[config.mk]
export PLATFORM = sky130hd
export DESIGN_NAME = sha256_multiblock_ctrl_flat
export DESIGN_NICKNAME = d
export VERILOG_FILES = /design/src/rtl/sha256_ctrl_pkg.sv /design/src/rtl/sha256_multiblock_ctrl_if.sv /design/src/rtl/sha256_pad_classifier.sv /design/src/rtl/sha256_multiblock_ctrl.sv /design/src/flat_wrapper.sv
export SDC_FILE = /design/constraint.sdc
export NUM_CORES = 1
export LEC_CHECK = 0
export BUFFER_PORTS_ARGS = -buffer_cell sky130_fd_sc_hd__buf_4
export CAP_MARGIN = 5
export CORE_MARGIN = 5
export CORE_UTILIZATION = 56
export DETAILED_ROUTE_END_ITERATION = 8
export PLACE_DENSITY = 0.76
export RECOVER_POWER = 50
export SLEW_MARGIN = 15
export SYNTH_ARGS = -nofsm -noshare
export SYNTH_HDL_FRONTEND = slang
export SYNTH_SLANG_ARGS = --single-unit
[constraint.sdc]
create_clock -name clk -period 4.05 [get_ports clk]
set_clock_uncertainty 0.05 [all_clocks]
set_input_delay 0.405 -clock clk [delete_from_list [all_inputs] [get_ports clk]]
set_output_delay 0.405 -clock clk [all_outputs]
set_load 0.01 [all_outputs]
[src/rtl/sha256_ctrl_pkg.sv]
// Shared definitions for the multi-block SHA-256 control sequencer:
// state encoding, W byte-source codes, phase lengths and block-count helper.
package sha256_ctrl_pkg;

  localparam int unsigned DEF_OUTPUT_LENGTH      = 8;
  localparam int unsigned DEF_MAX_MESSAGE_LENGTH = 247;
  localparam int unsigned DEF_NUMBER_OF_KS       = 64;
  localparam int unsigned DEF_NUMBER_OF_HS       = 8;

  localparam int unsigned PHASE_W         = 7;
  localparam int unsigned BLOCK_BYTES     = 64;
  localparam int unsigned BYTE_IDX_W      = 6;
  localparam int unsigned LEN_FIELD_BYTES = 8;
  localparam int unsigned LEN_FIELD_START = BLOCK_BYTES - LEN_FIELD_BYTES;

  typedef enum logic [2:0] {
    ST_IDLE   = 3'd0,
    ST_HLOAD  = 3'd1,
    ST_MLOAD  = 3'd2,
    ST_ROUND  = 3'd3,
    ST_UPDATE = 3'd4,
    ST_WRITE  = 3'd5,
    ST_DONE   = 3'd6
  } state_e;

  typedef enum logic [1:0] {
    SEL_MSG  = 2'd0,
    SEL_PAD  = 2'd1,
    SEL_ZERO = 2'd2,
    SEL_LEN  = 2'd3
  } wsel_e;

  // Blocks needed for L message bytes plus the 0x80 marker and 8-byte length field
  function automatic int unsigned num_blocks(input int unsigned len);
    return (len + LEN_FIELD_BYTES) / BLOCK_BYTES + 1;
  endfunction

endpackage

[src/rtl/sha256_multiblock_ctrl_if.sv]
// Memory-port and datapath-strobe bundle between the SHA-256 sequencer and its environment.
interface sha256_multiblock_ctrl_if
  import sha256_ctrl_pkg::*;
#(
  parameter int unsigned LEN_W  = $clog2(DEF_MAX_MESSAGE_LENGTH) + 1,
  parameter int unsigned MSG_AW = $clog2(DEF_MAX_MESSAGE_LENGTH),
  parameter int unsigned K_AW   = $clog2(DEF_NUMBER_OF_KS),
  parameter int unsigned H_AW   = $clog2(DEF_NUMBER_OF_HS),
  parameter int unsigned DOM_AW = $clog2(DEF_OUTPUT_LENGTH)
);

  logic              xxx__dut__go;
  logic [LEN_W-1:0]  xxx__dut__msg_length;
  logic [MSG_AW-1:0] dut__msg__address;
  logic              dut__msg__enable;
  logic              dut__msg__write;
  logic [K_AW-1:0]   dut__kmem__address;
  logic              dut__kmem__enable;
  logic              dut__kmem__write;
  logic [H_AW-1:0]   dut__hmem__address;
  logic              dut__hmem__enable;
  logic              dut__hmem__write;
  logic [DOM_AW-1:0] dut__dom__address;
  logic              dut__dom__enable;
  logic              dut__dom__write;
  logic              dut__xxx__finish;
  logic              busy;
  logic              H_read;
  logic              W_load;
  logic [1:0]        W_byte_sel;
  logic              H_iterate;
  logic              H_update;

  modport master (
    input  xxx__dut__go, xxx__dut__msg_length,
    output dut__msg__address, dut__msg__enable, dut__msg__write,
           dut__kmem__address, dut__kmem__enable, dut__kmem__write,
           dut__hmem__address, dut__hmem__enable, dut__hmem__write,
           dut__dom__address, dut__dom__enable, dut__dom__write,
           dut__xxx__finish, busy, H_read, W_load, W_byte_sel, H_iterate, H_update
  );

  modport slave (
    output xxx__dut__go, xxx__dut__msg_length,
    input  dut__msg__address, dut__msg__enable, dut__msg__write,
           dut__kmem__address, dut__kmem__enable, dut__kmem__write,
           dut__hmem__address, dut__hmem__enable, dut__hmem__write,
           dut__dom__address, dut__dom__enable, dut__dom__write,
           dut__xxx__finish, busy, H_read, W_load, W_byte_sel, H_iterate, H_update
  );

endinterface

[src/rtl/sha256_pad_classifier.sv]
// Classifies one W byte position as message data, 0x80 marker, zero fill or length byte.
module sha256_pad_classifier
  import sha256_ctrl_pkg::*;
#(
  parameter int unsigned GW = 9,
  parameter int unsigned LW = 9,
  parameter int unsigned BW = 3,
  parameter int unsigned PW = 7
) (
  input  logic [GW-1:0] i_g,
  input  logic [LW-1:0] i_len,
  input  logic [BW-1:0] i_blk,
  input  logic [BW-1:0] i_nblk,
  input  logic [PW-1:0] i_phase,
  output logic          o_msg_en_c,
  output wsel_e         o_sel_c
);

  always_comb begin
    o_msg_en_c = 1'b0;
    o_sel_c    = SEL_ZERO;
    if (32'(i_g) < 32'(i_len)) begin
      o_msg_en_c = 1'b1;
      o_sel_c    = SEL_MSG;
    end else if (32'(i_g) == 32'(i_len)) begin
      o_sel_c = SEL_PAD;
    end else if ((i_blk == i_nblk - BW'(1)) && (32'(i_phase) >= LEN_FIELD_START)) begin
      o_sel_c = SEL_LEN;
    end
  end

endmodule

[src/rtl/sha256_multiblock_ctrl.sv]
// Multi-block SHA-256 control sequencer: H load, per-block W load/rounds/H update, digest write.
module sha256_multiblock_ctrl
  import sha256_ctrl_pkg::*;
#(
  parameter int unsigned OUTPUT_LENGTH      = DEF_OUTPUT_LENGTH,
  parameter int unsigned MAX_MESSAGE_LENGTH = DEF_MAX_MESSAGE_LENGTH,
  parameter int unsigned NUMBER_OF_KS       = DEF_NUMBER_OF_KS,
  parameter int unsigned NUMBER_OF_HS       = DEF_NUMBER_OF_HS
) (
  input  logic                    clk,
  input  logic                    reset_n,
  sha256_multiblock_ctrl_if.master bus
);

  localparam int unsigned LEN_W      = $clog2(MAX_MESSAGE_LENGTH) + 1;
  localparam int unsigned MSG_AW     = $clog2(MAX_MESSAGE_LENGTH);
  localparam int unsigned K_AW       = $clog2(NUMBER_OF_KS);
  localparam int unsigned H_AW       = $clog2(NUMBER_OF_HS);
  localparam int unsigned DOM_AW     = $clog2(OUTPUT_LENGTH);
  localparam int unsigned MAX_BLOCKS = (MAX_MESSAGE_LENGTH + LEN_FIELD_BYTES) / BLOCK_BYTES + 1;
  localparam int unsigned BLK_W      = $clog2(MAX_BLOCKS) + 1;
  localparam int unsigned G_W        = BLK_W + BYTE_IDX_W;

  localparam logic [PHASE_W-1:0] H_LAST   = PHASE_W'(NUMBER_OF_HS - 1);
  localparam logic [PHASE_W-1:0] MSG_LAST = PHASE_W'(BLOCK_BYTES - 1);
  localparam logic [PHASE_W-1:0] K_LAST   = PHASE_W'(NUMBER_OF_KS - 1);
  localparam logic [PHASE_W-1:0] D_LAST   = PHASE_W'(OUTPUT_LENGTH - 1);

  state_e             r_state, w_state_nxt;
  logic [PHASE_W-1:0] r_phase, w_phase_nxt;
  logic [BLK_W-1:0]   r_blk, w_blk_nxt;
  logic               r_go;
  logic [LEN_W-1:0]   r_len_s, r_len;
  logic [BLK_W-1:0]   r_nblk;
  logic               w_last_blk;

  logic [G_W-1:0]     w_g_nxt;
  logic               w_cls_msg_en;
  wsel_e              w_cls_sel;

  logic               w_mload_nxt, w_msg_en_nxt, w_kmem_en_nxt, w_hmem_en_nxt, w_dom_en_nxt;
  logic [MSG_AW-1:0]  w_msg_addr_nxt;
  logic [K_AW-1:0]    w_kmem_addr_nxt;
  logic [H_AW-1:0]    w_hmem_addr_nxt;
  logic [DOM_AW-1:0]  w_dom_addr_nxt;
  wsel_e              w_sel_nxt;
  logic               w_h_update_nxt, w_finish_nxt, w_busy_nxt;

  logic               r_msg_en, r_kmem_en, r_hmem_en, r_dom_en;
  logic [MSG_AW-1:0]  r_msg_addr;
  logic [K_AW-1:0]    r_kmem_addr;
  logic [H_AW-1:0]    r_hmem_addr;
  logic [DOM_AW-1:0]  r_dom_addr;
  logic               r_h_update, r_finish, r_busy;
  logic               r_mload;
  wsel_e              r_sel_p, r_w_sel;
  logic               r_w_load, r_h_read, r_h_iterate;

  // Input sampling; length and block count frozen when a run starts
  always_ff @(posedge clk or negedge reset_n) begin
    if (!reset_n) begin
      r_go    <= 1'b0;
      r_len_s <= '0;
      r_len   <= '0;
      r_nblk  <= '0;
    end else begin
      r_go    <= bus.xxx__dut__go;
      r_len_s <= (32'(bus.xxx__dut__msg_length) > MAX_MESSAGE_LENGTH) ?
                 LEN_W'(MAX_MESSAGE_LENGTH) : bus.xxx__dut__msg_length;
      if (r_state == ST_IDLE && r_go) begin
        r_len  <= r_len_s;
        r_nblk <= BLK_W'(num_blocks(32'(r_len_s)));
      end
    end
  end

  always_ff @(posedge clk or negedge reset_n) begin
    if (!reset_n) begin
      r_state <= ST_IDLE;
      r_phase <= '0;
      r_blk   <= '0;
    end else begin
      r_state <= w_state_nxt;
      r_phase <= w_phase_nxt;
      r_blk   <= w_blk_nxt;
    end
  end

  assign w_last_blk = (r_blk == r_nblk - BLK_W'(1));

  always_comb begin
    w_state_nxt = r_state;
    w_phase_nxt = r_phase + PHASE_W'(1);
    w_blk_nxt   = r_blk;
    case (r_state)
      ST_IDLE: begin
        w_phase_nxt = '0;
        if (r_go) w_state_nxt = ST_HLOAD;
      end
      ST_HLOAD: if (r_phase == H_LAST) begin
        w_state_nxt = ST_MLOAD;
        w_phase_nxt = '0;
        w_blk_nxt   = '0;
      end
      ST_MLOAD: if (r_phase == MSG_LAST) begin
        w_state_nxt = ST_ROUND;
        w_phase_nxt = '0;
      end
      ST_ROUND: if (r_phase == K_LAST) begin
        w_state_nxt = ST_UPDATE;
        w_phase_nxt = '0;
      end
      ST_UPDATE: if (r_phase == H_LAST) begin
        w_phase_nxt = '0;
        if (w_last_blk) begin
          w_state_nxt = ST_WRITE;
        end else begin
          w_state_nxt = ST_MLOAD;
          w_blk_nxt   = r_blk + BLK_W'(1);
        end
      end
      ST_WRITE: if (r_phase == D_LAST) begin
        w_state_nxt = ST_DONE;
        w_phase_nxt = '0;
      end
      ST_DONE: begin
        w_state_nxt = ST_IDLE;
        w_phase_nxt = '0;
      end
      default: begin
        w_state_nxt = ST_IDLE;
        w_phase_nxt = '0;
      end
    endcase
  end

  assign w_g_nxt = {w_blk_nxt, w_phase_nxt[BYTE_IDX_W-1:0]};

  sha256_pad_classifier #(
    .GW (G_W),
    .LW (LEN_W),
    .BW (BLK_W),
    .PW (PHASE_W)
  ) u_pad_classifier (
    .i_g        (w_g_nxt),
    .i_len      (r_len),
    .i_blk      (w_blk_nxt),
    .i_nblk     (r_nblk),
    .i_phase    (w_phase_nxt),
    .o_msg_en_c (w_cls_msg_en),
    .o_sel_c    (w_cls_sel)
  );

  // Output values for the upcoming state, registered so they align with it
  always_comb begin
    w_mload_nxt     = 1'b0;
    w_msg_en_nxt    = 1'b0;
    w_msg_addr_nxt  = '0;
    w_sel_nxt       = SEL_MSG;
    w_kmem_en_nxt   = 1'b0;
    w_kmem_addr_nxt = '0;
    w_hmem_en_nxt   = 1'b0;
    w_hmem_addr_nxt = '0;
    w_dom_en_nxt    = 1'b0;
    w_dom_addr_nxt  = '0;
    w_h_update_nxt  = (w_state_nxt == ST_UPDATE);
    w_finish_nxt    = (w_state_nxt == ST_DONE);
    w_busy_nxt      = (w_state_nxt != ST_IDLE);
    if (w_state_nxt == ST_MLOAD) begin
      w_mload_nxt  = 1'b1;
      w_msg_en_nxt = w_cls_msg_en;
      w_sel_nxt    = w_cls_sel;
      if (w_cls_msg_en) w_msg_addr_nxt = MSG_AW'(w_g_nxt);
    end
    if (w_state_nxt == ST_ROUND) begin
      w_kmem_en_nxt   = 1'b1;
      w_kmem_addr_nxt = K_AW'(w_phase_nxt);
    end
    if (w_state_nxt == ST_HLOAD) begin
      w_hmem_en_nxt   = 1'b1;
      w_hmem_addr_nxt = H_AW'(w_phase_nxt);
    end
    if (w_state_nxt == ST_WRITE) begin
      w_dom_en_nxt   = 1'b1;
      w_dom_addr_nxt = DOM_AW'(w_phase_nxt);
    end
  end

  // Registered outputs plus one-cycle read-latency delay for the data-valid strobes
  always_ff @(posedge clk or negedge reset_n) begin
    if (!reset_n) begin
      r_msg_en    <= 1'b0;
      r_msg_addr  <= '0;
      r_kmem_en   <= 1'b0;
      r_kmem_addr <= '0;
      r_hmem_en   <= 1'b0;
      r_hmem_addr <= '0;
      r_dom_en    <= 1'b0;
      r_dom_addr  <= '0;
      r_h_update  <= 1'b0;
      r_finish    <= 1'b0;
      r_busy      <= 1'b0;
      r_mload     <= 1'b0;
      r_sel_p     <= SEL_MSG;
      r_w_load    <= 1'b0;
      r_w_sel     <= SEL_MSG;
      r_h_read    <= 1'b0;
      r_h_iterate <= 1'b0;
    end else begin
      r_msg_en    <= w_msg_en_nxt;
      r_msg_addr  <= w_msg_addr_nxt;
      r_kmem_en   <= w_kmem_en_nxt;
      r_kmem_addr <= w_kmem_addr_nxt;
      r_hmem_en   <= w_hmem_en_nxt;
      r_hmem_addr <= w_hmem_addr_nxt;
      r_dom_en    <= w_dom_en_nxt;
      r_dom_addr  <= w_dom_addr_nxt;
      r_h_update  <= w_h_update_nxt;
      r_finish    <= w_finish_nxt;
      r_busy      <= w_busy_nxt;
      r_mload     <= w_mload_nxt;
      r_sel_p     <= w_sel_nxt;
      r_w_load    <= r_mload;
      r_w_sel     <= r_sel_p;
      r_h_read    <= r_hmem_en;
      r_h_iterate <= r_kmem_en;
    end
  end

  assign bus.dut__msg__address  = r_msg_addr;
  assign bus.dut__msg__enable   = r_msg_en;
  assign bus.dut__msg__write    = 1'b0;
  assign bus.dut__kmem__address = r_kmem_addr;
  assign bus.dut__kmem__enable  = r_kmem_en;
  assign bus.dut__kmem__write   = 1'b0;
  assign bus.dut__hmem__address = r_hmem_addr;
  assign bus.dut__hmem__enable  = r_hmem_en;
  assign bus.dut__hmem__write   = 1'b0;
  assign bus.dut__dom__address  = r_dom_addr;
  assign bus.dut__dom__enable   = r_dom_en;
  assign bus.dut__dom__write    = r_dom_en;
  assign bus.dut__xxx__finish   = r_finish;
  assign bus.busy               = r_busy;
  assign bus.H_read             = r_h_read;
  assign bus.W_load             = r_w_load;
  assign bus.W_byte_sel         = r_w_sel;
  assign bus.H_iterate          = r_h_iterate;
  assign bus.H_update           = r_h_update;

endmodule

[src/flat_wrapper.sv]
// flat-port wrapper written by rule: the top's interface ports become plain ports
module sha256_multiblock_ctrl_flat import sha256_ctrl_pkg::*;
#(
  parameter int unsigned OUTPUT_LENGTH      = DEF_OUTPUT_LENGTH,
  parameter int unsigned MAX_MESSAGE_LENGTH = DEF_MAX_MESSAGE_LENGTH,
  parameter int unsigned NUMBER_OF_KS       = DEF_NUMBER_OF_KS,
  parameter int unsigned NUMBER_OF_HS       = DEF_NUMBER_OF_HS
)
  (clk, reset_n, bus_xxx__dut__go, bus_xxx__dut__msg_length, bus_dut__msg__address, bus_dut__msg__enable, bus_dut__msg__write, bus_dut__kmem__address, bus_dut__kmem__enable, bus_dut__kmem__write, bus_dut__hmem__address, bus_dut__hmem__enable, bus_dut__hmem__write, bus_dut__dom__address, bus_dut__dom__enable, bus_dut__dom__write, bus_dut__xxx__finish, bus_busy, bus_H_read, bus_W_load, bus_W_byte_sel, bus_H_iterate, bus_H_update);
  sha256_multiblock_ctrl_if bus_i ();
  input  logic clk;
  input  logic reset_n;
  input wire logic [$bits(bus_i.xxx__dut__go)-1:0] bus_xxx__dut__go;
  input wire logic [$bits(bus_i.xxx__dut__msg_length)-1:0] bus_xxx__dut__msg_length;
  output wire logic [$bits(bus_i.dut__msg__address)-1:0] bus_dut__msg__address;
  output wire logic [$bits(bus_i.dut__msg__enable)-1:0] bus_dut__msg__enable;
  output wire logic [$bits(bus_i.dut__msg__write)-1:0] bus_dut__msg__write;
  output wire logic [$bits(bus_i.dut__kmem__address)-1:0] bus_dut__kmem__address;
  output wire logic [$bits(bus_i.dut__kmem__enable)-1:0] bus_dut__kmem__enable;
  output wire logic [$bits(bus_i.dut__kmem__write)-1:0] bus_dut__kmem__write;
  output wire logic [$bits(bus_i.dut__hmem__address)-1:0] bus_dut__hmem__address;
  output wire logic [$bits(bus_i.dut__hmem__enable)-1:0] bus_dut__hmem__enable;
  output wire logic [$bits(bus_i.dut__hmem__write)-1:0] bus_dut__hmem__write;
  output wire logic [$bits(bus_i.dut__dom__address)-1:0] bus_dut__dom__address;
  output wire logic [$bits(bus_i.dut__dom__enable)-1:0] bus_dut__dom__enable;
  output wire logic [$bits(bus_i.dut__dom__write)-1:0] bus_dut__dom__write;
  output wire logic [$bits(bus_i.dut__xxx__finish)-1:0] bus_dut__xxx__finish;
  output wire logic [$bits(bus_i.busy)-1:0] bus_busy;
  output wire logic [$bits(bus_i.H_read)-1:0] bus_H_read;
  output wire logic [$bits(bus_i.W_load)-1:0] bus_W_load;
  output wire logic [$bits(bus_i.W_byte_sel)-1:0] bus_W_byte_sel;
  output wire logic [$bits(bus_i.H_iterate)-1:0] bus_H_iterate;
  output wire logic [$bits(bus_i.H_update)-1:0] bus_H_update;
  assign bus_i.xxx__dut__go = bus_xxx__dut__go;
  assign bus_i.xxx__dut__msg_length = bus_xxx__dut__msg_length;
  assign bus_dut__msg__address = bus_i.dut__msg__address;
  assign bus_dut__msg__enable = bus_i.dut__msg__enable;
  assign bus_dut__msg__write = bus_i.dut__msg__write;
  assign bus_dut__kmem__address = bus_i.dut__kmem__address;
  assign bus_dut__kmem__enable = bus_i.dut__kmem__enable;
  assign bus_dut__kmem__write = bus_i.dut__kmem__write;
  assign bus_dut__hmem__address = bus_i.dut__hmem__address;
  assign bus_dut__hmem__enable = bus_i.dut__hmem__enable;
  assign bus_dut__hmem__write = bus_i.dut__hmem__write;
  assign bus_dut__dom__address = bus_i.dut__dom__address;
  assign bus_dut__dom__enable = bus_i.dut__dom__enable;
  assign bus_dut__dom__write = bus_i.dut__dom__write;
  assign bus_dut__xxx__finish = bus_i.dut__xxx__finish;
  assign bus_busy = bus_i.busy;
  assign bus_H_read = bus_i.H_read;
  assign bus_W_load = bus_i.W_load;
  assign bus_W_byte_sel = bus_i.W_byte_sel;
  assign bus_H_iterate = bus_i.H_iterate;
  assign bus_H_update = bus_i.H_update;
  sha256_multiblock_ctrl #(.OUTPUT_LENGTH(OUTPUT_LENGTH), .MAX_MESSAGE_LENGTH(MAX_MESSAGE_LENGTH), .NUMBER_OF_KS(NUMBER_OF_KS), .NUMBER_OF_HS(NUMBER_OF_HS)) u_core (.clk(clk), .reset_n(reset_n), .bus(bus_i));
endmodule
==> results.sh, run 1 <==
export IMPL_ant_nets=0
export IMPL_r2r_slack_ns=0.75
export IMPL_seq_area_mm2=0.00175
export IMPL_clock_latency_ns=0.34
export IMPL_num_vias=2034
export IMPL_cts_buffers=9
export IMPL_synth_area_leaders="dfrtp_1 (57%), ha_1 (5.3%), nor2_1 (3.2%), nand2_1 (2.7%), xnor2_1 (2.5%)"
export IMPL_vdd_drop_max_uv=297
export IMPL_synth_ff_type="dfrtp_1"
export IMPL_synth_edf_count=0
export IMPL_hold_class="input port to flop"
export IMPL_power_leakage_nw=1.80
export IMPL_coreArea_mm2=0.00544
export IMPL_ys_types=52
export IMPL_p_per_area_mw_per_mm2=646
export IMPL_r2r_end="u_core.r_sel_p[1]$_DFF_PN0_"
export IMPL_clockRootBuffer="clkbuf_8"
export IMPL_dp_hpwl_um=3950
export IMPL_grt_max_degree=71
export IMPL_fp_dieH_um=84.3
export IMPL_status="finished, violations left"
export IMPL_slew_headroom_pct=-9.28
export IMPL_critPathLaunchType="flop"
export IMPL_clk_pin_slew_ns=0.07
export IMPL_yosysTopAreaCellShare_pct=56.6
export IMPL_setup_ws_ns=0.752
export IMPL_grt_ovfl_total=0
export IMPL_rows=27
export IMPL_drt_iter0_markers=75
export IMPL_critPathRequiredTime_ns=4.21
export IMPL_crit_path_end_kind="flop"
export IMPL_die_x_um=84.3
export IMPL_tightest_slew_ns=1.64
export IMPL_cts_hold_buffers_added=0
export IMPL_layoutNonFillerInstCount=397
export IMPL_netlist_instances=271
export IMPL_crit_fanout=12
export IMPL_crit_type="flop to flop"
export IMPL_yosysWarnings=0
export IMPL_violations="max-capacitance violations, max-slew violations"
export IMPL_place_inst=381
export IMPL_endpoint="u_core.r_sel_p[1]$_DFF_PN0_"
export IMPL_syn_avg_cell_area_um2=11.4
export IMPL_antenna_found_initial=0
export IMPL_setup_tns_ns=0
export IMPL_portBuffers=44
export IMPL_arrival_ns=3.46
export IMPL_rsz0062_at_grt="no"
export IMPL_ios=48
export IMPL_grt_pass1_wl_um=9670
export IMPL_period_minus_slack_ns=3.30
export IMPL_dp_worst_setup_slack_ns=0.766
export IMPL_synth_seq_cells=70
export IMPL_vias_per_cell=5.12
export IMPL_nNetsFinal=345
export IMPL_dieArea_mm2=0.00711
export IMPL_start_util_pct=56.9
export IMPL_ys_async_sr_fraction_pct=100
export IMPL_multi_input_area_mm2=0.00119
export IMPL_ff2ff_path_depth=16
export IMPL_nFillCells=430
export IMPL_htreeDepth=3
export IMPL_post_drt_wl_per_cell_um=13.9
export IMPL_synth_area_mm2=0.00310
export IMPL_drv_slew=71
export IMPL_fmax_ghz=0.303
export IMPL_num_antenna_cells=0
export IMPL_cp_startpoint="u_core.r_phase[0]$_DFF_PN0_"
export IMPL_cts_sink_count=70
export IMPL_cts_tree="done"
export IMPL_final_setup_viol_count=0
export IMPL_yosysTopAreaCell="dfrtp_1"
export IMPL_yosysSeqAreaShare_pct=56.6
export IMPL_fin_crit_sh_pct=81.4
export IMPL_wl_um=5500
export IMPL_syn_to_final_growth_pct=19.1
export IMPL_reg2reg_from="u_core.r_phase[0]$_DFF_PN0_"
export IMPL_drive_gt1_share_pct=25.8
export IMPL_hold_viol_final=0
export IMPL_track_usage_pct=17.5
export IMPL_drc=0
export IMPL_routabilityCongestion=0.832
export IMPL_postCtsResizedCells=0
export IMPL_grt_pass1_vias=2071
export IMPL_maxCapViolCount=1
export IMPL_post_cts_buffers=0
export IMPL_first_pass_iters=4
export IMPL_cts_buffer_depth=2
## state kept, by name, summed over array words and instances (netlist names), 2 cells and up
register / count
u_core.r_state: 3
u_core.r_sel_p: 2
u_core.r_phase: 7
u_core.bus.W_byte_sel: 2
u_core.r_nblk: 3
u_core.bus.dut__kmem__address: 6
u_core.r_len: 9
u_core.r_len_s: 9
u_core.bus.dut__dom__address: 3
u_core.r_blk: 3
u_core.bus.dut__msg__address: 8
u_core.bus.dut__hmem__address: 3
## power by group
part	total [W]	internal (W)	switching (W)
logic	0.000803	0.000349	0.000454
clock network	0.000637	0.000380	0.000257
registers	0.000943	0.000850	0.0000928
total	0.00238	0.00158	0.000804
## cell usage in the layout (no fill, tap or decap), types with 3 or more instances in the layout
master,n
dfrtp_1,70
buf_4,40
nor2_1,26
nand2_1,22
inv_1,20
o21ai_0,13
ha_1,13
clkbuf_8,11
nor3_1,10
xnor2_1,9
or2_2,6
nand2b_1,6
xor2_1,5
a21oi_1,5
nand3_1,4
conb_1,4
nand4_1,3
and2_1,3
o21a_1,3
nor4_2,3
clkbuf_4,3
clkbuf_1,3
## per-stage QoR
| step | utilization [%] | hold slack (ns) | power [W] | cell area, um2 |
|---|---|---|---|---|
| 2_1_floorplan | - | 0.0594 | 0.00152 | 3110 |
| 3_3_place_gp | 63.7 | 0.282 | 0.00173 | 3470 |
| 3_5_place_dp | 63.7 | 0.286 | 0.00176 | 3470 |
| 4_1_cts | 68.0 | 0.107 | 0.00241 | 3700 |
| 5_1_grt | 67.8 | 0.115 | 0.00255 | 3690 |
| 6_report | 67.8 | 0.146 | 0.00238 | 3690 |
## cell families after synthesis
group / share of synthesized area, %
simple gates: 17.8
flops: 56.6
compound gates: 7.48
buf+inv: 5.38
xor+xnor: 4.69
fa+ha+maj: 5.25
mux: 2.67
other cells: 0.121
## critical path, stage by stage (launching register included)
cell and delay, ns:
dfrtp_1 0.37, ha_1 0.24, nand3b_1 0.18, o21ai_1 0.22, a21boi_1 0.18, buf_4 0.21
nand2b_1 0.24, inv_1 0.09, ha_1 0.31, nor2b_1 0.13, o21a_1 0.16, o21a_1 0.15
o21ai_0 0.14, a21o_1 0.13, a21oi_1 0.05, buf_4 0.17, nor3b_1 0.14
## cell usage after synthesis, types with 5 or more instances
| cell type | number |
|---|---|
| nand2b_1 | 6 |
| o21ai_0 | 13 |
| xnor2_1 | 9 |
| nor2_1 | 26 |
| inv_1 | 20 |
| nor3_1 | 11 |
| or2_2 | 6 |
| dfrtp_1 | 70 |
| xor2_1 | 5 |
| ha_1 | 13 |
| a21oi_1 | 5 |
| nand2_1 | 22 |
## routing by layer
layer	track usage [%]	wire [um]	vias up
met5	0	0	-
met4	6.91	75	0
met3	6.18	281	6
met2	28.3	2710	45
met1	21.5	2440	991
li1	-	-	992
## area by class of cell
| type | instances | share of cell area [%] |
|---|---|---|
| Multi-Input combinational cell | 171 | 32.4 |
| Tap cell | 72 | 2.44 |
| Sequential cell | 70 | 47.5 |
| Timing Repair Buffer | 47 | 9.20 |
| Clock buffer | 11 | 4.11 |
| Inverter | 21 | 2.14 |
| Clock inverter | 5 | 2.21 |
## worst min path at each step
stage | to | cells past startpoint | from | slack (ns)
after floorplan | u_core.bus.H_iterate$_DFF_PN0_ | 0 | reset_n | 0.06
after global placement | u_core.bus.W_load$_DFF_PN0_ | 0 | u_core.r_mload$_DFF_PN0_ | 0.28
after detailed placement | u_core.bus.W_load$_DFF_PN0_ | 0 | u_core.r_mload$_DFF_PN0_ | 0.29
after CTS | u_core.r_go$_DFF_PN0_ | 1 | bus_xxx__dut__go | 0.11
after global routing | u_core.r_go$_DFF_PN0_ | 1 | bus_xxx__dut__go | 0.11
final | u_core.r_go$_DFF_PN0_ | 1 | bus_xxx__dut__go | 0.15
Note: power is estimated with default switching activity, not from simulation.
==> run 2: changes to the inputs <==
- ABC_AREA: not set -> 1
- CORE_UTILIZATION: 56 -> 51
- PLACE_DENSITY: 0.76 -> 0.73
- clock period: 4.05 -> 3.03 ns (I/O delays scaled with it)
==> run 2 against run 1 <==
The run still ends with max-capacitance violations, max-slew violations left. Non-clock buffer count grew 7. Register-to-register slack worse by 0.52 ns. Setup slack worse by 0.52 ns. Via count is 17% higher. Final cell count is 21% higher. Die area is 11% higher. Combinational power grew 110%. Sequential share of layout area fell by 1.7 points. First-iteration DRC count grew to 2.6 times the previous value. Critical path depth did not move. Synthesized area rose by 2.2%. Critical path type unchanged. Critical endpoint is now u_core.r_sel_p[0]$_DFF_PN0_.
==> results.sh, run 2 <==
export IMPL_dp_worst_setup_slack_ns=0.0824
export IMPL_dp_hpwl_um=4460
export IMPL_netlist_instances=341
export IMPL_violations="max-capacitance violations, max-slew violations"
export IMPL_clk_pin_slew_ns=0.07
export IMPL_dieArea_mm2=0.00788
export IMPL_synth_ff_type="dfrtp_1"
export IMPL_p_comb_share_pct=46.6
export IMPL_drive_gt1_share_pct=27.8
export IMPL_layoutNonFillerInstCount=482
export IMPL_rows=28
export IMPL_setup_ws_ns=0.234
export IMPL_hold_class="input port to flop"
export IMPL_grt_max_degree=71
export IMPL_synth_seq_cells=70
export IMPL_yosysSeqAreaShare_pct=55.4
export IMPL_status="finished, violations left"
export IMPL_routabilityCongestion=0.907
export IMPL_maxCapViolCount=1
export IMPL_critPathLaunchType="flop"
export IMPL_nFillCells=508
export IMPL_ys_async_sr_fraction_pct=100
export IMPL_fin_crit_sh_pct=92.3
export IMPL_crit_type="flop to flop"
export IMPL_power_leakage_nw=2.08
export IMPL_synth_area_mm2=0.00316
export IMPL_synth_area_leaders="dfrtp_1 (55%), nand2_1 (7.6%), inv_1 (6.1%), ha_1 (5.1%), nor2_1 (4.5%)"
export IMPL_hold_viol_final=0
export IMPL_power_frac_seq_pct=36.1
export IMPL_num_vias=2371
export IMPL_final_setup_viol_count=0
export IMPL_cts_buffer_depth=2
export IMPL_first_pass_iters=4
export IMPL_yosysWarnings=0
export IMPL_ant_nets=0
export IMPL_cts_buffers=9
export IMPL_place_inst=465
export IMPL_setup_tns_ns=0
export IMPL_drc=0
export IMPL_slew_headroom_pct=-8.50
export IMPL_design_area_mm2=0.00383
export IMPL_nNetsFinal=428
export IMPL_r2r_end="u_core.r_sel_p[0]$_DFF_PN0_"
export IMPL_fmax_ghz=0.358
export IMPL_fp_dieH_um=88.8
export IMPL_yosysTopAreaCell="dfrtp_1"
export IMPL_clockRootBuffer="clkbuf_8"
export IMPL_clock_latency_ns=0.33
export IMPL_start_util_pct=52.8
export IMPL_vias_per_cell=4.92
export IMPL_p_int_w=0.00221
export IMPL_syn_to_final_growth_pct=21.0
export IMPL_coreArea_mm2=0.00599
export IMPL_holdWs_ns=0.0449
export IMPL_yosysMostFrequentCell="dfrtp_1"
export IMPL_layout_commonest_cell="dfrtp_1"
export IMPL_hp_start="bus_xxx__dut__go"
export IMPL_ios=48
export IMPL_p_sw_share_pct=40.3
export IMPL_wl_um=5830
export IMPL_post_drt_wl_per_cell_um=12.1
export IMPL_dpl_cell_area_mm2=0.00362
export IMPL_portBuffers=44
export IMPL_hold_end="u_core.r_go$_DFF_PN0_"
export IMPL_htreeDepth=3
export IMPL_holdPathStages=1
export IMPL_grt_pass1_wl_um=10200
export IMPL_vdd_drop_max_uv=521
export IMPL_crit_fanout=5
export IMPL_drv_slew=71
export IMPL_die_x_um=88.8
export IMPL_synth_common_cells="dfrtp_1 (70), nand2_1 (64), inv_1 (51)"
export IMPL_layout_common_cells="dfrtp_1 (69), nand2_1 (61), inv_1 (51)"
export IMPL_synth_edf_count=0
export IMPL_clock_power_share_pct=17.3
export IMPL_syn_avg_cell_area_um2=9.28
export IMPL_p_per_area_mw_per_mm2=967
export IMPL_arrival_ns=3.01
export IMPL_grt_pass1_vias=2434
export IMPL_critPathRequiredTime_ns=3.24
export IMPL_reg2reg_from="u_core.r_nblk[0]$_DFFE_PN0P_"
export IMPL_cts_sink_count=70
export IMPL_num_antenna_cells=0
export IMPL_switchingPower_w=0.00149
export IMPL_r2r_slack_ns=0.23
export IMPL_crit_path_end_kind="flop"
export IMPL_cts_hold_buffers_added=0
export IMPL_ff2ff_path_depth=16
export IMPL_ys_types=33
export IMPL_track_usage_pct=16.9
export IMPL_tightest_slew_ns=1.63
export IMPL_drt_iter0_markers=198
export IMPL_yosysTopAreaCellShare_pct=55.4
export IMPL_antenna_found_initial=0
export IMPL_period_minus_slack_ns=2.80
export IMPL_grt_ovfl_total=0
export IMPL_cts_tree="done"
## run 2: cell families after synthesis
logic type               count (synthesis)  synth area share (%)
AND/OR/NAND/NOR                        160                  24.6
flip-flops                              70                  55.4
buffers and inverters                   65                  8.43
AO/OA/AOI/OAI                           26                  4.59
adder cells (fa/ha/maj)                 13                  5.14
XOR/XNOR                                 5                  1.38
other                                    1                 0.119
multiplexers                             1                 0.356
## run 2: how the worst max path moves through the flow
stage | startpoint | end | depth (start not counted)
CTS | u_core.r_nblk[0]$_DFFE_PN0P_ | u_core.bus.dut__msg__address[4]$_DFF_PN0_ | 21
finish | u_core.r_nblk[0]$_DFFE_PN0P_ | u_core.r_sel_p[0]$_DFF_PN0_ | 16
detailed placement | u_core.r_nblk[0]$_DFFE_PN0P_ | u_core.bus.dut__msg__address[4]$_DFF_PN0_ | 21
floorplan | u_core.r_nblk[0]$_DFFE_PN0P_ | u_core.bus.dut__msg__address[2]$_DFF_PN0_ | 19
global placement | u_core.r_nblk[0]$_DFFE_PN0P_ | u_core.r_sel_p[0]$_DFF_PN0_ | 16
global route | u_core.r_nblk[0]$_DFFE_PN0P_ | u_core.bus.dut__msg__address[4]$_DFF_PN0_ | 21
## run 2: worst max-delay path, stage by stage, from the launching register on
cell and delay (ns):
dfrtp_1 0.39, inv_2 0.08, ha_4 0.27, inv_1 0.05, nand2_1 0.07, nand2_1 0.07
nor2_2 0.15, nand2_2 0.12, nand3_1 0.09, nand2_1 0.06, nand2_1 0.09, inv_1 0.06
ha_1 0.31, nand2_2 0.08, nor4_1 0.52, inv_1 0.11, a21oi_2 0.15
## run 2: timing repair
item	4_1_cts	5_1_grt
setup buffers	0	2
endpoints found under the setup margin	0	11
resized for setup	0	10
## run 2: power groups by stage
stage | Combinational [W] | Clock (W) | Sequential (W)
floorplan | 0.00105 | 0 | 0.00138
global placement | 0.00161 | 0 | 0.00134
detailed placement | 0.00166 | 0 | 0.00135
CTS | 0.00167 | 0.000657 | 0.00133
global route | 0.00197 | 0.000698 | 0.00137
finish | 0.00172 | 0.000639 | 0.00134
## run 2: routing by layer
metal	share of wire (%)	vias up	routed length, um	GRT usage (%)
met4	2.5	0	146	9.20
met3	7.8	14	453	3.54
met5	0	-	0	0
met1	42	1096	2430	20.2
met2	48	82	2800	28.5
li1	-	1179	-	-
## run 2: area by class of cell
class	count	area (um2)	area share [%]
Sequential cell	70	1750	45.8
Multi-Input combinational cell	209	1190	31.0
Timing Repair Buffer	54	395	10.3
Inverter	59	231	6.05
Clock buffer	14	163	4.25
Tap cell	75	93.8	2.45
Clock inverter	1	5.00	0.131
## run 2: metrics by stage
step           power, W  util [%]
4_1_cts         0.00366      63.2
3_5_place_dp    0.00301      60.4
2_1_floorplan   0.00243         -
5_1_grt         0.00403      63.9
6_report        0.00370      63.9
3_3_place_gp    0.00295      60.4
==> run 3: changes to the inputs <==
--- a/constraint.sdc
+++ b/constraint.sdc
@@ -4,2 +4,2 @@
 set_output_delay 0.303 -clock clk [all_outputs]
-set_load 0.01 [all_outputs]
+set_load 0.005 [all_outputs]
==> run 3 against run 2 <==
The flow still finishes with violations (max-capacitance violations, max-slew violations). Sequential share of layout area is 0.090 points lower. Global-route usage did not move. Largest cell class unchanged. First-iteration DRC count is the same. Count of clock-buffer cells in the layout unchanged. Clock power hardly changed. Register-to-register slack is essentially flat. Flip-flop and latch count did not move. Critical path depth unchanged. Critical path type unchanged. Combinational power down 2%. Core utilization up 0.13 points.
==> results.sh, run 3 (synthesis gave the netlist of run 2 again) <==
export IMPL_p_comb_share_pct=46.0
export IMPL_ant_nets=0
export IMPL_htreeDepth=3
export IMPL_portBuffers=44
export IMPL_hold_class="input port to flop"
export IMPL_layoutNonFillerInstCount=482
export IMPL_p_sw_share_pct=39.6
export IMPL_crit_fanout=5
export IMPL_cp_slowest_cell="nor4_1"
export IMPL_cts_tree="done"
export IMPL_final_core_util_pct=64.0
export IMPL_fp_dieH_um=88.8
export IMPL_place_inst=465
export IMPL_power_leakage_nw=2.09
export IMPL_clock_latency_ns=0.33
export IMPL_final_setup_viol_count=0
export IMPL_post_drt_wl_per_cell_um=12.1
export IMPL_clockRootBuffer="clkbuf_8"
export IMPL_antenna_found_initial=0
export IMPL_drv_slew=71
export IMPL_cp_startpoint="u_core.r_nblk[0]$_DFFE_PN0P_"
export IMPL_status="finished, violations left"
export IMPL_arrival_ns=3.01
export IMPL_crit_type="flop to flop"
export IMPL_path_common_cell="nand2_1"
export IMPL_grt_ovfl_total=0
export IMPL_crit_path_end_kind="flop"
export IMPL_grt_pass1_wl_um=10200
export IMPL_slowest_delay_ns=0.52
export IMPL_die_x_um=88.8
export IMPL_num_vias=2371
export IMPL_cp_num_buf_inv=4
export IMPL_p_int_w=0.00221
export IMPL_track_usage_pct=16.9
export IMPL_dieArea_mm2=0.00788
export IMPL_num_antenna_cells=0
export IMPL_dpl_cell_area_mm2=0.00362
export IMPL_nFillCells=509
export IMPL_grt_pass1_vias=2434
export IMPL_wl_um=5820
export IMPL_power_frac_seq_pct=36.5
export IMPL_dp_hpwl_um=4460
export IMPL_vdd_drop_max_uv=521
export IMPL_clk_pin_slew_ns=0.07
export IMPL_dp_worst_setup_slack_ns=0.0824
export IMPL_ios=48
export IMPL_coreArea_mm2=0.00599
export IMPL_layout_commonest_cell="dfrtp_1"
export IMPL_critPathRequiredTime_ns=3.24
export IMPL_fin_crit_sh_pct=92.3
export IMPL_violations="max-capacitance violations, max-slew violations"
export IMPL_cts_hold_buffers_added=0
export IMPL_drc=0
export IMPL_multi_input_area_mm2=0.00119
export IMPL_hp_start="bus_xxx__dut__go"
export IMPL_maxCapViolCount=1
export IMPL_drt_iter0_markers=198
export IMPL_setup_tns_ns=0
export IMPL_hold_viol_final=0
export IMPL_fmax_ghz=0.358
export IMPL_cts_buffers=9
export IMPL_cts_buffer_depth=2
export IMPL_cts_sink_count=70
export IMPL_vias_per_cell=4.92
export IMPL_routabilityCongestion=0.907
export IMPL_layout_common_cells="dfrtp_1 (69), nand2_1 (61), inv_1 (51)"
export IMPL_clock_power_share_pct=17.5
export IMPL_path_cells="inv_2 > ha_4 > inv_1 > nand2_1 > nand2_1 > nor2_2 > nand2_2 > nand3_1 > nand2_1 > nand2_1 > inv_1 > ha_1 > nand2_2 > nor4_1 > inv_1 > a21oi_2"
export IMPL_setup_ws_ns=0.234
export IMPL_period_minus_slack_ns=2.80
export IMPL_tightest_slew_ns=1.63
export IMPL_crit_family="simple AND/OR/NAND/NOR gates"
export IMPL_slew_headroom_pct=-8.50
export IMPL_drive_gt1_share_pct=28.3
export IMPL_seq_area_mm2=0.00175
export IMPL_critPathLaunchType="flop"
export IMPL_grt_max_degree=71
export IMPL_nNetsFinal=428
export IMPL_start_util_pct=52.8
export IMPL_reg2reg_from="u_core.r_nblk[0]$_DFFE_PN0P_"
export IMPL_rows=28
export IMPL_syn_to_final_growth_pct=21.2
export IMPL_p_per_area_mw_per_mm2=955
export IMPL_switchingPower_w=0.00145
export IMPL_first_pass_iters=4
export IMPL_design_area_mm2=0.00383
## run 3: cell count changes in the layout (fill, tap and decap cells not counted)
cell      delta
clkbuf_4     +2
clkbuf_1     -2
## run 3: power by group through the flow
stage	sequential [W]	clock, W	combinational (W)
floorplan	0.00134	0	0.00105
global placement	0.00134	0	0.00156
detailed placement	0.00135	0	0.00162
CTS	0.00133	0.000657	0.00162
global route	0.00137	0.000698	0.00193
finish	0.00134	0.000639	0.00168
## run 3: path summary, 6_finish.rpt
kind                                                              endpoint  slack, ns  cells past startpoint
min in group asynchronous       u_core.bus.dut__kmem__address[2]$_DFF_PN0_       0.33                      1
max in group asynchronous                      u_core.r_phase[0]$_DFF_PN0_       1.53                      1
worst max register to register                 u_core.r_sel_p[0]$_DFF_PN0_       0.23                     16
worst max-delay path                           u_core.r_sel_p[0]$_DFF_PN0_       0.23                     16
worst min-delay path                                 u_core.r_go$_DFF_PN0_       0.04                      1
worst min register to register          u_core.bus.W_byte_sel[0]$_DFF_PN0_       0.30                      0
## run 3: timing repair
item,CTS,global route
hold endpoints to repair,0,0
setup buffers,0,2
gates resized for setup,0,10
setup endpoints to repair,0,11
## run 3: metal layers
layer	track usage (%)	wire length [um]	share of wire, %	up-vias
met5	0	0	0	-
met4	9.20	146	2.5	0
met3	3.54	449	7.7	14
met2	28.5	2800	48	82
met1	20.2	2430	42	1096
li1	-	-	-	1179
## run 3: metrics by stage
stage	total power, W	hold slack, ns
after floorplan	0.00239	-0.0426
after global placement	0.00291	0.281
after detailed placement	0.00297	0.285
after CTS	0.00361	0.00840
after global routing	0.00399	0.0266
final	0.00366	0.0449
## run 3: final cells by class
type | instances | share of cell area [%]
sequential | 70 | 45.7
clock buffer | 14 | 4.24
multi-input combinational | 209 | 30.9
timing repair buffer | 54 | 10.5
clock inverter | 1 | 0.131
inverter | 59 | 6.04
tap | 75 | 2.45
## run 3: worst reg2reg max path: stages (launching register included)
cell and delay, ns:
dfrtp_1 0.39, inv_2 0.08, ha_4 0.27, inv_1 0.05, nand2_1 0.07, nand2_1 0.07, nor2_2 0.15, nand2_2 0.12
nand3_1 0.09, nand2_1 0.06, nand2_1 0.09, inv_1 0.06, ha_1 0.31, nand2_2 0.08, nor4_1 0.52, inv_1 0.11
a21oi_2 0.15
